==> config.mk <==
export PLATFORM = sky130hd
export DESIGN_NAME = trigger_pulse_shaper
export DESIGN_NICKNAME = d
export VERILOG_FILES = /design/src/rtl/trigger_pulse_shaper.sv
export SDC_FILE = /design/constraint.sdc
export NUM_CORES = 1
export LEC_CHECK = 0
export ABC_AREA = 1
export CORE_UTILIZATION = 49
export DETAILED_ROUTE_END_ITERATION = 8
export PLACE_DENSITY = 0.85
export SYNTH_ARGS = -nofsm -noshare
export SYNTH_HDL_FRONTEND = slang
export SYNTH_SLANG_ARGS = --single-unit
==> constraint.sdc <==
create_clock -name clock -period 4.35 [get_ports clock]
set_input_delay 0.435 -clock clock [delete_from_list [all_inputs] [get_ports clock]]
set_output_delay 0.435 -clock clock [all_outputs]
set_load 0.02 [all_outputs]
==> src/rtl/trigger_pulse_shaper.sv <==
`default_nettype none
// ============================================================================
// trigger_pulse_shaper -- per-channel trigger strobe to fixed-width pulse with
// holdoff and issued/dropped counters. Drop counters: TRIGGER_PULSE_SHAPER_DROP_COUNTER_EN
// Revision: 1.0
// ============================================================================
module trigger_pulse_shaper #(
    parameter int CHANNELS                = 4,
    parameter int OSCILLATOR_FREQUENCY_HZ = 100000000,
    parameter int PULSE_WIDTH_NS          = 1000,
    parameter int HOLDOFF_NS              = 9000
) (
    input  logic                  clock,
    input  logic                  reset,
    input  logic                  enable_i,
    input  logic [CHANNELS-1:0]   trigger_in_i,
    input  logic [CHANNELS-1:0]   invert_i,
    output logic [CHANNELS-1:0]   pulse_out_o,
    output logic [CHANNELS-1:0]   busy_o,
    output logic [8*CHANNELS-1:0] issued_count_o,
    output logic [8*CHANNELS-1:0] dropped_count_o
);

    localparam int PULSE_WIDTH_COUNTS = OSCILLATOR_FREQUENCY_HZ / 1000000 * PULSE_WIDTH_NS / 1000;
    localparam int HOLDOFF_COUNTS     = OSCILLATOR_FREQUENCY_HZ / 1000000 * HOLDOFF_NS / 1000;
    localparam int MAX_COUNTS         = (PULSE_WIDTH_COUNTS > HOLDOFF_COUNTS) ?
                                        PULSE_WIDTH_COUNTS : HOLDOFF_COUNTS;
    localparam int TIMER_WIDTH        = $clog2(MAX_COUNTS + 1);

    localparam logic [TIMER_WIDTH-1:0] PULSE_LOAD   = TIMER_WIDTH'(PULSE_WIDTH_COUNTS - 1);
    localparam logic [TIMER_WIDTH-1:0] HOLDOFF_LOAD =
        TIMER_WIDTH'((HOLDOFF_COUNTS > 0) ? HOLDOFF_COUNTS - 1 : 0);
    localparam logic [TIMER_WIDTH-1:0] TIMER_ONE    = TIMER_WIDTH'(1);

    typedef enum logic [1:0] {
        ST_IDLE    = 2'd0,
        ST_PULSE   = 2'd1,
        ST_HOLDOFF = 2'd2
    } state_t;

    for (genvar n = 0; n < CHANNELS; n++) begin : g_ch
        state_t                 state_q, state_d;
        logic [TIMER_WIDTH-1:0] timer_q, timer_d;
        logic [7:0]             issued_q, issued_d;
        logic                   pulse_q;
        logic                   busy_q;
        logic                   trig;

        assign trig = trigger_in_i[n] & enable_i;

        always_comb begin
            state_d  = state_q;
            timer_d  = timer_q;
            issued_d = issued_q;
            case (state_q)
                ST_IDLE: begin
                    if (trig) begin
                        state_d  = ST_PULSE;
                        timer_d  = PULSE_LOAD;
                        issued_d = issued_q + 8'd1;
                    end
                end
                ST_PULSE: begin
                    if (timer_q == '0) begin
                        // A zero holdoff returns straight to IDLE.
                        if (HOLDOFF_COUNTS == 0) begin
                            state_d = ST_IDLE;
                        end else begin
                            state_d = ST_HOLDOFF;
                            timer_d = HOLDOFF_LOAD;
                        end
                    end else begin
                        timer_d = timer_q - TIMER_ONE;
                    end
                end
                ST_HOLDOFF: begin
                    if (timer_q == '0) begin
                        state_d = ST_IDLE;
                    end else begin
                        timer_d = timer_q - TIMER_ONE;
                    end
                end
                default: begin
                    state_d = ST_IDLE;
                    timer_d = '0;
                end
            endcase
        end

        // Outputs register the next state so the pulse appears one cycle after the strobe.
        always_ff @(posedge clock) begin
            if (reset) begin
                state_q  <= ST_IDLE;
                timer_q  <= '0;
                issued_q <= 8'd0;
                pulse_q  <= invert_i[n];
                busy_q   <= 1'b0;
            end else begin
                state_q  <= state_d;
                timer_q  <= timer_d;
                issued_q <= issued_d;
                pulse_q  <= (state_d == ST_PULSE) ^ invert_i[n];
                busy_q   <= (state_d != ST_IDLE);
            end
        end

        assign pulse_out_o[n]          = pulse_q;
        assign busy_o[n]               = busy_q;
        assign issued_count_o[8*n +: 8] = issued_q;

`ifdef TRIGGER_PULSE_SHAPER_DROP_COUNTER_EN
        logic [7:0] dropped_q, dropped_d;
        logic       drop_hit;

        assign drop_hit  = trig & (state_q != ST_IDLE);
        assign dropped_d = (drop_hit && (dropped_q != 8'hFF)) ? dropped_q + 8'd1 : dropped_q;

        always_ff @(posedge clock) begin
            if (reset) begin
                dropped_q <= 8'd0;
            end else begin
                dropped_q <= dropped_d;
            end
        end

        assign dropped_count_o[8*n +: 8] = dropped_q;
`else
        assign dropped_count_o[8*n +: 8] = 8'd0;
`endif
    end

endmodule
`default_nettype wire

==> results list, run 1 <==
* Routed length per placed instance: approximately 11 µm
- Post-CTS repair changed the size of 0 cells.
- H-Tree Depth: 3
* Routability congestion estimate from global placement: ~0.9
- For the final database, setup skew stands at between 7 and 8 ps.
- The number of clock buffers added by TritonCTS is 9.
* Hold-critical path depth: 2
- Max Freq: ~530 MHz
- The tree is rooted in a sky130_fd_sc_hd__clkbuf_8.
* Total I/O pin count: 83
- For this run, the leading register cell type out of synthesis is sky130_fd_sc_hd__dfxtp_1.
- Family of cells with the greatest summed delay on the critical path: buffers and inverters
- N_diodes: 0
- At the pin with the least slew margin, the transition time is a little under 800 ps.
* Fraction of final layout cells with drive strength greater than 1: 0.0939
- The netlist uses 37 different library cells.
- DIE AREA: between 10000 and 15000 µm²
- Total number of cells along the worst setup path: 1
- Number of max-slew violations in the final report: 0
- Across all hold checks on the routed design, the worst slack comes to ~490 ps.
* Setup repair after global routing missed its margin: no
* Storage cell area: around 1800 µm²
- CP max stage cell: sky130_fd_sc_hd__clkdlybuf4s50_1
* DR WL met3: between 500 and 600 µm
* Fillers: approximately 900
- Of the available clock period, the critical path in the final layout requires 0.436.
- STA puts the critical path data arrival time at 1460 ps.
- Average vias per placed instance: 4.87
- Once the clock tree was built, the setup fixing pass inserted 0 buffers.
- TritonRoute pass-1 iters: 5
* Placeable core region: 9950 µm²
* CTS tree: yes
- Maximum buffer depth of the clock tree: 2
- The first global-routing pass estimated 17.9 mm of wire.
* Hold buffer count at cts: 0
* Largest fanout on the critical path: 6
- Uppermost layer routed: met4
* Post-synth EDFFs: 0
- In the routed design, unresolved DRC markers number 0.
- The cell area that synthesis handed to floorplanning was between 5000 and 6000 µm².
- Counting cells, the worst reg-to-reg path comes to 10.
* Yosys Warn Count: 0
* Final period demand of the worst path: 1900 ps
- For this design, the sink count on the clock tree is around 90.
- The design draws between 3 and 4 mW.
- The flow ran to the end, and the final reports show no timing, DRC or antenna violations.
- Final hold viol count: 0
* Vias in the first global route: between 3000 and 4000
- Maximum Capacitance Violations: 0
- Post-detailed-route count of antenna-violating nets: 0
* Sequential-to-total area share from yosys stat: 0.343
* HPWL after DPL: ~7.7 mm
- Number of synthesized register bits: between 80 and 90
* Initial antenna violation count: 0
- Across all layers, the routed design uses between 4000 and 5000 vias.
* Clock latency reported for the late side of the worst-skew pair: 360 ps
- Headroom to the max-slew limit came out at 0.476.
- Synthesis-to-layout area growth: 13.4%
- Area taken by multi-input logic gates: around 2700 µm²
- Fraction of registers with async set/reset: 0
- Syn Area/Cell: 6.75 µm²
* Power per cell area: between 600 and 700 nW/µm²
- In the final design database the tool counted about 830 nets.
* Count of routing violations after the opening detailed-route iteration: roughly 210
- Type of the tightest min-delay check: reg -> reg
- Site Rows: 36
* Final setup violating endpoints: 0
- CTS clk-pin slew, worst paths: approximately 90 ps
- Width of the die: about 100 µm
- GRT Resource Usage Total: 0.198
- Largest net degree at the start of global routing: 51
- STA classifies the critical path endpoint as a primary output.
- Input and output buffers added on the ports amount to 50.
* Critical path startpoint category: register
- Final setup TNS: 0 ps
- After detailed routing, the wire length on met1 is ~5.0 mm.
* Metal2 WL: slightly below 5 mm
- Die height: 104 µm
* Total wirelength of the detailed-routed design: roughly 11 mm
- IR Drop Worst-Case VDD: about 0.32 mV
- Worst path bufs/invs: 1
- The largest single stage delay on the critical path is ~670 ps.
* Number of cells produced by synthesis: 760
- Effective utilization at floorplan: 0.515
* Data required time at the worst endpoint: 3910 ps
- Type of the worst setup path: reg -> out
- For this run the aggregate overflow at the end of global routing stands at 0.
- The analysis attributes to cell leakage a power of about 2.6 nW.
- Series of cell instances along the critical path: clkdlybuf4s50_1
[registers in the layout, indices dropped and copies added, names as in the netlist]
register       count
g_ch.pulse_q       4
g_ch.busy_q        4
g_ch.timer_q      40
g_ch.issued_q     32
g_ch.state_q       8
[synth_stat cells (2+ instances only)]
cell type | n | share of area
sky130_fd_sc_hd__nand2_1 | 164 | 0.12
sky130_fd_sc_hd__nor2_1 | 129 | 0.094
sky130_fd_sc_hd__inv_1 | 94 | 0.069
sky130_fd_sc_hd__dfxtp_1 | 88 | 0.34
sky130_fd_sc_hd__nand3_1 | 56 | 0.055
sky130_fd_sc_hd__buf_4 | 42 | 0.061
sky130_fd_sc_hd__a21oi_1 | 38 | 0.037
sky130_fd_sc_hd__o21ai_0 | 24 | 0.023
sky130_fd_sc_hd__ha_1 | 12 | 0.029
sky130_fd_sc_hd__nor3_1 | 12 | 0.012
sky130_fd_sc_hd__inv_2 | 9 | 0.0066
sky130_fd_sc_hd__nand2_2 | 8 | 0.0098
sky130_fd_sc_hd__nand2_4 | 8 | 0.018
sky130_fd_sc_hd__nor2_2 | 7 | 0.0085
sky130_fd_sc_hd__nor2_4 | 7 | 0.015
sky130_fd_sc_hd__clkbuf_1 | 6 | 0.0044
sky130_fd_sc_hd__nand3_2 | 6 | 0.012
sky130_fd_sc_hd__xnor2_1 | 6 | 0.010
sky130_fd_sc_hd__xor2_1 | 6 | 0.010
sky130_fd_sc_hd__nand4_1 | 5 | 0.0061
sky130_fd_sc_hd__nor3b_1 | 5 | 0.0073
sky130_fd_sc_hd__a211oi_1 | 4 | 0.0059
sky130_fd_sc_hd__nor3b_2 | 4 | 0.0098
sky130_fd_sc_hd__nor3_2 | 3 | 0.0059
sky130_fd_sc_hd__o21ai_1 | 3 | 0.0029
sky130_fd_sc_hd__a31oi_1 | 2 | 0.0024
sky130_fd_sc_hd__inv_4 | 2 | 0.0024
[path summary, 6_finish.rpt]
kind	to	startpoint	slack (ps)
worst min register to register	g_ch[0].issued_q[7]	g_ch[0].issued_q[7]	490
worst max-delay path	issued_count_o[4]	g_ch[0].issued_q[4]	2450
worst max register to register	g_ch[3].timer_q[1]	g_ch[3].timer_q[0]	2540
worst min-delay path	g_ch[0].issued_q[7]	g_ch[0].issued_q[7]	490
[where the power goes]
group	switching, mW	leakage [nW]	internal, mW
combinational	1.22	1.78	0.636
clock	0.300	0.117	0.386
sequential	0.126	0.720	0.975
total	1.65	2.62	2.00
[layout by cell type, fill, tap and decap left out, types with 6 or more instances in the layout]
master | synthesis | routed
sky130_fd_sc_hd__inv_1 | 94 | 94
sky130_fd_sc_hd__xor2_1 | 6 | 6
sky130_fd_sc_hd__inv_2 | 9 | 9
sky130_fd_sc_hd__clkbuf_8 | 0 | 9
sky130_fd_sc_hd__nor2_4 | 7 | 7
sky130_fd_sc_hd__o21ai_0 | 24 | 24
sky130_fd_sc_hd__nor2_1 | 129 | 129
sky130_fd_sc_hd__nor2_2 | 7 | 7
sky130_fd_sc_hd__ha_1 | 12 | 12
sky130_fd_sc_hd__nand3_2 | 6 | 6
sky130_fd_sc_hd__nand3_1 | 56 | 56
sky130_fd_sc_hd__clkdlybuf4s50_1 | 0 | 49
sky130_fd_sc_hd__nand2_4 | 8 | 8
sky130_fd_sc_hd__nand2_2 | 8 | 8
sky130_fd_sc_hd__a21oi_1 | 38 | 38
sky130_fd_sc_hd__conb_1 | 1 | 32
sky130_fd_sc_hd__dfxtp_1 | 88 | 88
sky130_fd_sc_hd__xnor2_1 | 6 | 6
sky130_fd_sc_hd__nor3_1 | 12 | 12
sky130_fd_sc_hd__nand2_1 | 164 | 164
[cells by family after synthesis]
| logic type | Yosys count | synth area share |
|---|---|---|
| simple gates | 418 | 0.385 |
| buf+inv | 156 | 0.146 |
| flops | 88 | 0.343 |
| compound gates | 73 | 0.0751 |
| xor+xnor | 12 | 0.0205 |
| fa+ha+maj | 12 | 0.0293 |
| other cells | 1 | 0.000731 |
[area by class of cell]
class,instances,area share
clock buffer,10,0.0219
timing repair buffer,51,0.0865
inverter,107,0.0701
multi-input combinational,547,0.470
sequential,88,0.303
clock inverter,6,0.0198
tap,133,0.0286
[metal layers]
metal / vias to the layer above / track usage
met3: 14 / 0.0294
met2: 118 / 0.331
met4: 0 / 0.0806
li1: 2402 / -
met1: 2052 / 0.253
met5: - / 0
[per-stage QoR]
stage	utilization	setup WS [ps]	instances	cell area [µm²]
final	0.584	2450	942	5820
after global routing	0.584	2320	942	5820
after CTS	0.584	2440	942	5820
after detailed placement	0.560	2210	926	5570
after global placement	0.560	2270	926	5570
after floorplan	-	2980	791	5250
Note: power is estimated with default switching activity, not from simulation.
==> run 2, diff against run 1 <==
PLACE_DENSITY = 0.88   (was 0.85)
clock period = 1.65 ns   (was 4.35 ns; I/O delays follow)
==> results list, run 2 (synthesized netlist as in run 1, its figures left out) <==
- Status: finished clean
- Worst path bufs/invs: 1 (unchanged)
* Number of max-slew violations in the final report: 0 (unchanged)
- The kind of cell with the highest combined delay along the critical path is buffers and inverters.
- First-pass GRT wire length: 18.4 mm (+2.9%)
- IR Drop Worst-Case VDD: 0.909 mV (+180%)
- Worst reg-to-reg setup slack: 140 ps (-2400 ps)
- Power consumption: 9.58 mW (+160%)
- HPWL after DPL: 7.89 mm (+2.2%)
- Initial antenna violation count: 0 (unchanged)
- Power per cell area: 1630 nW/µm² (+160%)
- The number of inserted filler cells in the final layout is 897 (-2.2%).
* GRT Resource Usage Total: 0.206 (+0.00789)
* Ratio of final minimum period to clock period: 0.967
* Type of the tightest min-delay check: in -> reg
- The number of failing setup endpoints in the final timing report came to 0 (unchanged).
- The area of the die was 10900 µm² (unchanged).
* Hold buffer count at cts: 0 (unchanged)
- The overflow left after global routing is 0 (unchanged).
- Maximum buffer depth of the clock tree: 2 (unchanged)
- H-Tree Depth: 3 (unchanged)
- Post-detailed-route count of antenna-violating nets: 0 (unchanged)
- The fraction of final layout cells sized beyond drive strength 1 was 0.112 (+0.0176).
- The number of clock sinks seen by CTS was 88 (unchanged).
- The measured slew at the worst slew-check pin came to 564 ps (-217 ps).
- The initial standard-cell utilization of the core is 0.515 (unchanged).
- Endpoint of the worst hold path: g_ch[3].issued_q[7]
- The cell leakage power was 2.73 nW (+4.1%).
* Maximum Capacitance Violations: 0 (unchanged)
- The worst-case hold slack came to 332 ps (-155 ps).
* Critical path startpoint category: register
* Kind of capture point of the worst setup path: primary output
- Net switching power figure: 4.35 mW (+160%)
- TritonCTS built the clock tree.
- Most frequent cells in the layout: sky130_fd_sc_hd__nand2_1 (163), sky130_fd_sc_hd__nor2_1 (126), sky130_fd_sc_hd__inv_1 (92)
- The relative slew slack was 0.624 (+0.148).
- On the critical path, the stage with the largest delay is an instance of sky130_fd_sc_hd__clkdlybuf4s50_1.
- The switching share of total power came to 0.454 (+0.00125).
- The largest registers in the layout are g_ch.timer_q (40), g_ch.issued_q (32), g_ch.state_q (8).
- Remaining DRCs: 0 (unchanged)
* Total number of cells along the worst setup path: 1 (unchanged)
- The quantity of I/O buffers inserted on ports came to 50 (unchanged).
* Endpoint arrival time on the critical path: 1430 ps (-30 ps)
* Count of routing violations after the opening detailed-route iteration: 188 (-10%)
- FF-to-FF Start: g_ch[1].timer_q[1]
- Post-layout nets: 836 (+1.1%)
- The via count came to 4621 (+0.76%).
- For this run, the top clock speed supported by timing is 627 MHz.
- The number of flip-flops under the largest register name was 40 (unchanged).
- Hold-critical path depth: 5 (+3)
* Sequential group share of total power: 0.303 (about the same)
- Average vias per placed instance: 4.87 (about the same)
* Startpoint of the worst hold path: reset
- Final hold viol count: 0 (unchanged)
- Placeable core region: 9950 µm² (unchanged)
* Routability congestion estimate from global placement: 0.844 (-3.7%)
- N_diodes: 0 (unchanged)
- The vertical die dimension is 104 µm (unchanged).
* Type of the worst setup path: reg -> out
* Leading cell type in the layout, fill and taps excluded: sky130_fd_sc_hd__nand2_1
- Peak per-stage delay on the critical path: 650 ps (-20 ps)
- Width of the die: 104 µm (unchanged)
- The fraction of power consumed by the clock network was 0.170 (-0.018).
- The required time at the worst-slack endpoint was 1480 ps (-2430 ps).
- The clock network latency to the later pin of the worst-skew pair came to 370 ps (about the same).
- The design internal power was 5.24 mW (+160%).
- Resize count post-CTS: 0 (unchanged)
* Final standard cell utilization of the core: 0.590 (+0.00578)
- Synthesis-to-layout area growth: 14.5%
- Comb pwr share: 0.527 (+0.017)
* Final setup TNS: 0 ps (unchanged)
- The maximum clock skew at final layout came to 8.87 ps (+1.17 ps).
* Total I/O pin count: 83 (unchanged)
- Most flops, register: g_ch.timer_q
* Series of cell instances along the critical path: clkdlybuf4s50_1
- Worst reg2reg endpoint: g_ch[1].timer_q[6]
- Root Buffer Master: sky130_fd_sc_hd__clkbuf_8
* Post-CTS Setup Inserts: 0 (unchanged)
- TritonRoute pass-1 iters: 5 (unchanged)
* CTS clk-pin slew, worst paths: 90 ps (about the same)
* Routed length per placed instance: 11.3 µm (+1.1%)
* Final period demand of the worst path: between 1500 and 2000 ps
- The CTS buffer count was 9 (unchanged).
- Largest net degree at the start of global routing: 51 (unchanged)
- Vias in the first global route: 4204 (+5.2%)
* Cell count of the worst reg-to-reg path: 11 (+1)
* Site Rows: 36 (unchanged)
* Largest fanout on the critical path: 5 (-1)
- Total wirelength of the detailed-routed design: 10.8 mm (+1.8%)
[run 2: final cells by class]
type	count	area [µm²]	share of cell area
multi-input combinational	547	2750	0.468
inverter	107	408	0.0694
clock inverter	4	70.1	0.0119
clock buffer	10	138	0.0234
timing repair buffer	60	581	0.0988
tap	133	166	0.0283
sequential	88	1760	0.300
[run 2: worst max path at each step]
stage / slack (ps) / from / end
after floorplan: 280 / g_ch[3].timer_q[0] / g_ch[3].timer_q[4]
after global placement: -90 / enable_i / g_ch[1].issued_q[7]
after detailed placement: -150 / enable_i / g_ch[1].issued_q[6]
after CTS: 1 / g_ch[2].issued_q[2] / issued_count_o[18]
after global routing: -10 / g_ch[1].timer_q[1] / g_ch[1].timer_q[5]
final: 50 / g_ch[0].issued_q[1] / issued_count_o[1]
[run 2: through the flow]
step / cell area (µm²) / setup slack (ps) / std cells
2_1_floorplan: 5250 / 278 / 791
4_1_cts: 5850 / 1.48 / 949
3_3_place_gp: 5640 / -94.9 / 935
5_1_grt: 5870 / -11.7 / 949
6_report: 5870 / 54.6 / 949
3_5_place_dp: 5640 / -152 / 935
[run 2: power by group through the flow]
| stage | Sequential, mW | Clock [mW] | Combinational, mW |
|---|---|---|---|
| 3_5_place_dp | 2.94 | 0 | 4.89 |
| 6_report | 2.90 | 1.63 | 5.05 |
| 3_3_place_gp | 2.93 | 0 | 4.80 |
| 2_1_floorplan | 2.91 | 0 | 3.97 |
| 4_1_cts | 2.89 | 1.64 | 4.95 |
| 5_1_grt | 2.96 | 1.72 | 5.73 |
[run 2: per-layer routing]
layer | share of wire | up-vias | track usage
met5 | 0 | - | 0
met4 | 0.019 | 0 | 0.100
met3 | 0.047 | 14 | 0.0439
met2 | 0.46 | 113 | 0.335
met1 | 0.48 | 2089 | 0.256
li1 | - | 2405 | -
==> run 3, diff against run 2 <==
CORE_ASPECT_RATIO = 0.6   (was default)
TNS_END_PERCENT = 1   (was default)
==> results list, run 3 (synthesized netlist as in run 1, its figures left out) <==
* Total I/O pin count: 83 (unchanged)
* TritonRoute pass-1 iters: 5 (unchanged)
* Synthesis-to-layout area growth: 17.5%
- In the layout the commonest cells are sky130_fd_sc_hd__nand2_1 (163), sky130_fd_sc_hd__nor2_1 (126), sky130_fd_sc_hd__inv_1 (90).
- Final period demand of the worst path: 1600 ps (+5.85 ps)
- The number of DRC violations after detailed routing was 0 (unchanged).
* Post-detailed-route count of antenna-violating nets: 0 (unchanged)
* CTS tree: yes
- Vias in the first global route: 4170 (-0.81%)
- FF-to-FF Start: g_ch[3].timer_q[0]
- First-pass GRT wire length: 19.3 mm (+5.1%)
- N_diodes: 0 (unchanged)
- The number of pins exceeding their max-slew limit in the final report is 0 (unchanged).
- H-Tree Depth: 3 (unchanged)
- Kind of capture point of the worst setup path: primary output
- The number of failing setup endpoints in the final timing report was 0 (unchanged).
- Initial antenna violation count: 0 (unchanged)
- Peak per-stage delay on the critical path: 680 ps (+30 ps)
- The cell leakage power came to 2.75 nW (+0.80%).
* Critical path startpoint category: register
- Fraction of final layout cells with drive strength greater than 1: 0.125 (+0.0130)
- The total power draw came to 10.3 mW (+7.1%).
- Max Freq: 624 MHz (-0.37%)
- The number of flip-flops under the largest register name was 40 (unchanged).
* HPWL after DPL: 8.70 mm (+10%)
- The quantity of I/O buffers inserted on ports is 50 (unchanged).
- Maximum Capacitance Violations: 0 (unchanged)
- The deepest clock path buffer count is 2 (unchanged).
- CTS clk-pin slew, worst paths: 70 ps (-20 ps)
- Total congestion overflow after global routing: 0 (unchanged)
- For this design, the slowest cell found on the critical path is sky130_fd_sc_hd__clkdlybuf4s50_1.
- Routability congestion estimate from global placement: 0.898 (+6.4%)
- The total track usage was 0.223 (+0.0179).
- Number of clock buffers inserted by TritonCTS: 9 (unchanged)
* Fillers: 917 (+2.2%)
- The largest registers in the layout are g_ch.timer_q (40), g_ch.issued_q (32), g_ch.state_q (8).
- Die height: 81.3 µm (-22%)
- The number of rows in the core area is 28 (-22%).
- DIE AREA: 10900 µm² (+0.13%)
- The worst setup path is of the reg -> out kind.
- In this run the worst hold path is classified as in -> reg.
- Data required time at the worst endpoint: 1480 ps (about the same)
- The register area is 1760 µm² (unchanged).
- Worst reg-to-reg setup slack: 160 ps (+20 ps)
- The root buffer cell chosen for the clock tree is sky130_fd_sc_hd__clkbuf_16.
- The initial standard-cell utilization of the core was 0.512 (-0.00335).
- The via count came to 4719 (+2.1%).
- Placeable core region: 10000 µm² (+0.65%)
- The clock network latency to the later pin of the worst-skew pair was 340 ps (-30 ps).
- Worst path bufs/invs: 1 (unchanged)
* Family of cells with the greatest summed delay on the critical path: buffers and inverters
- IR Drop Worst-Case VDD: 0.905 mV (-0.42%)
- The pre-CTS setup slack is -103 ps (+48.9 ps).
* Largest net degree at the start of global routing: 30 (-41%)
- Average vias per placed instance: 4.91 (+0.74%)
- PnR worst setup slack: 48.7 ps (-5.85 ps)
- Endpoint arrival time on the critical path: 1440 ps (about the same)
- Startpoint of the worst hold path: reset
- Post-layout nets: 845 (+1.1%)
- Setup repair after global routing missed its margin: no
- The overall die width is 134 µm (+29%).
- Endpoint of the worst hold path: g_ch[2].timer_q[1]
- Final hold viol count: 0 (unchanged)
- Worst reg2reg endpoint: g_ch[3].timer_q[4]
- The critical path goes through clkdlybuf4s50_1.
- Ranked by flip-flop count, first place goes to g_ch.timer_q.
- The routed wirelength normalized by instance count came to 12.1 µm (+7.0%).
* Total wirelength of the detailed-routed design: 11.7 mm (+8.5%)
* Hold-critical path depth: 3 (-2)
* Max Clock Skew: 7.75 ps (-1.11 ps)
- The worst-case reg-to-reg path depth came to 9 (-2).
- Ratio of final minimum period to clock period: 0.970 (+0.00355)
* Largest fanout on the critical path: 4 (-1)
- Area taken by multi-input logic gates: 2760 µm² (+0.18%)
* Status: finished clean
- Leading cell type in the layout, fill and taps excluded: sky130_fd_sc_hd__nand2_1
- Count of routing violations after the opening detailed-route iteration: 304 (+62%)
- Clock sink count: 88 (unchanged)
- Final setup TNS: 0 ps (unchanged)
- The total power divided by cell area is 1700 nW/µm² (+4.3%).
run 3: area by class of cell:
cell class / instances / share of cell area
Multi-Input combinational cell: 547 / 0.457
Sequential cell: 88 / 0.292
Timing Repair Buffer: 69 / 0.106
Inverter: 107 / 0.0676
Clock buffer: 10 / 0.0380
Tap cell: 135 / 0.0280
Clock inverter: 6 / 0.0112
run 3: how the worst max path moves through the flow:
| stage | slack (ps) | cells past startpoint | to | start |
|---|---|---|---|---|
| 2_1_floorplan | 280 | 9 | g_ch[3].timer_q[4] | g_ch[3].timer_q[0] |
| 3_3_place_gp | -40 | 9 | g_ch[0].issued_q[7] | enable_i |
| 3_5_place_dp | -100 | 9 | g_ch[0].issued_q[7] | enable_i |
| 4_1_cts | 30 | 1 | issued_count_o[18] | g_ch[2].issued_q[2] |
| 5_1_grt | 10 | 1 | issued_count_o[24] | g_ch[3].issued_q[0] |
| 6_report | 50 | 1 | issued_count_o[24] | g_ch[3].issued_q[0] |
run 3: routing by layer:
layer  track usage  share of wire  vias up
li1              -              -     2434
met1         0.316           0.49     2134
met2         0.346           0.43      145
met3        0.0518          0.067        6
met4        0.0494         0.0058        0
met5             0              0        -
run 3: power breakdown:
part	leakage (nW)	internal (mW)	total, mW	switching (mW)
Sequential	0.720	2.57	2.92	0.344
Clock	0.139	1.18	2.05	0.870
Combinational	1.89	1.88	5.29	3.41
run 3: through the flow:
| stage | cell area (µm²) | instances | hold slack, ps | util |
|---|---|---|---|---|
| final | 6030 | 962 | 313 | 0.602 |
| after global routing | 6030 | 962 | 318 | 0.602 |
| after CTS | 6010 | 962 | 306 | 0.600 |
| after detailed placement | 5710 | 946 | 468 | 0.570 |
| after global placement | 5710 | 946 | 464 | 0.570 |
| after floorplan | 5250 | 791 | 263 | - |
run 3: repair_timing:
action,CTS,global route
hold buffers,0,0
resized for setup,0,12
hold endpoints to repair,0,0
setup endpoints to repair,0,32
setup buffers,0,0
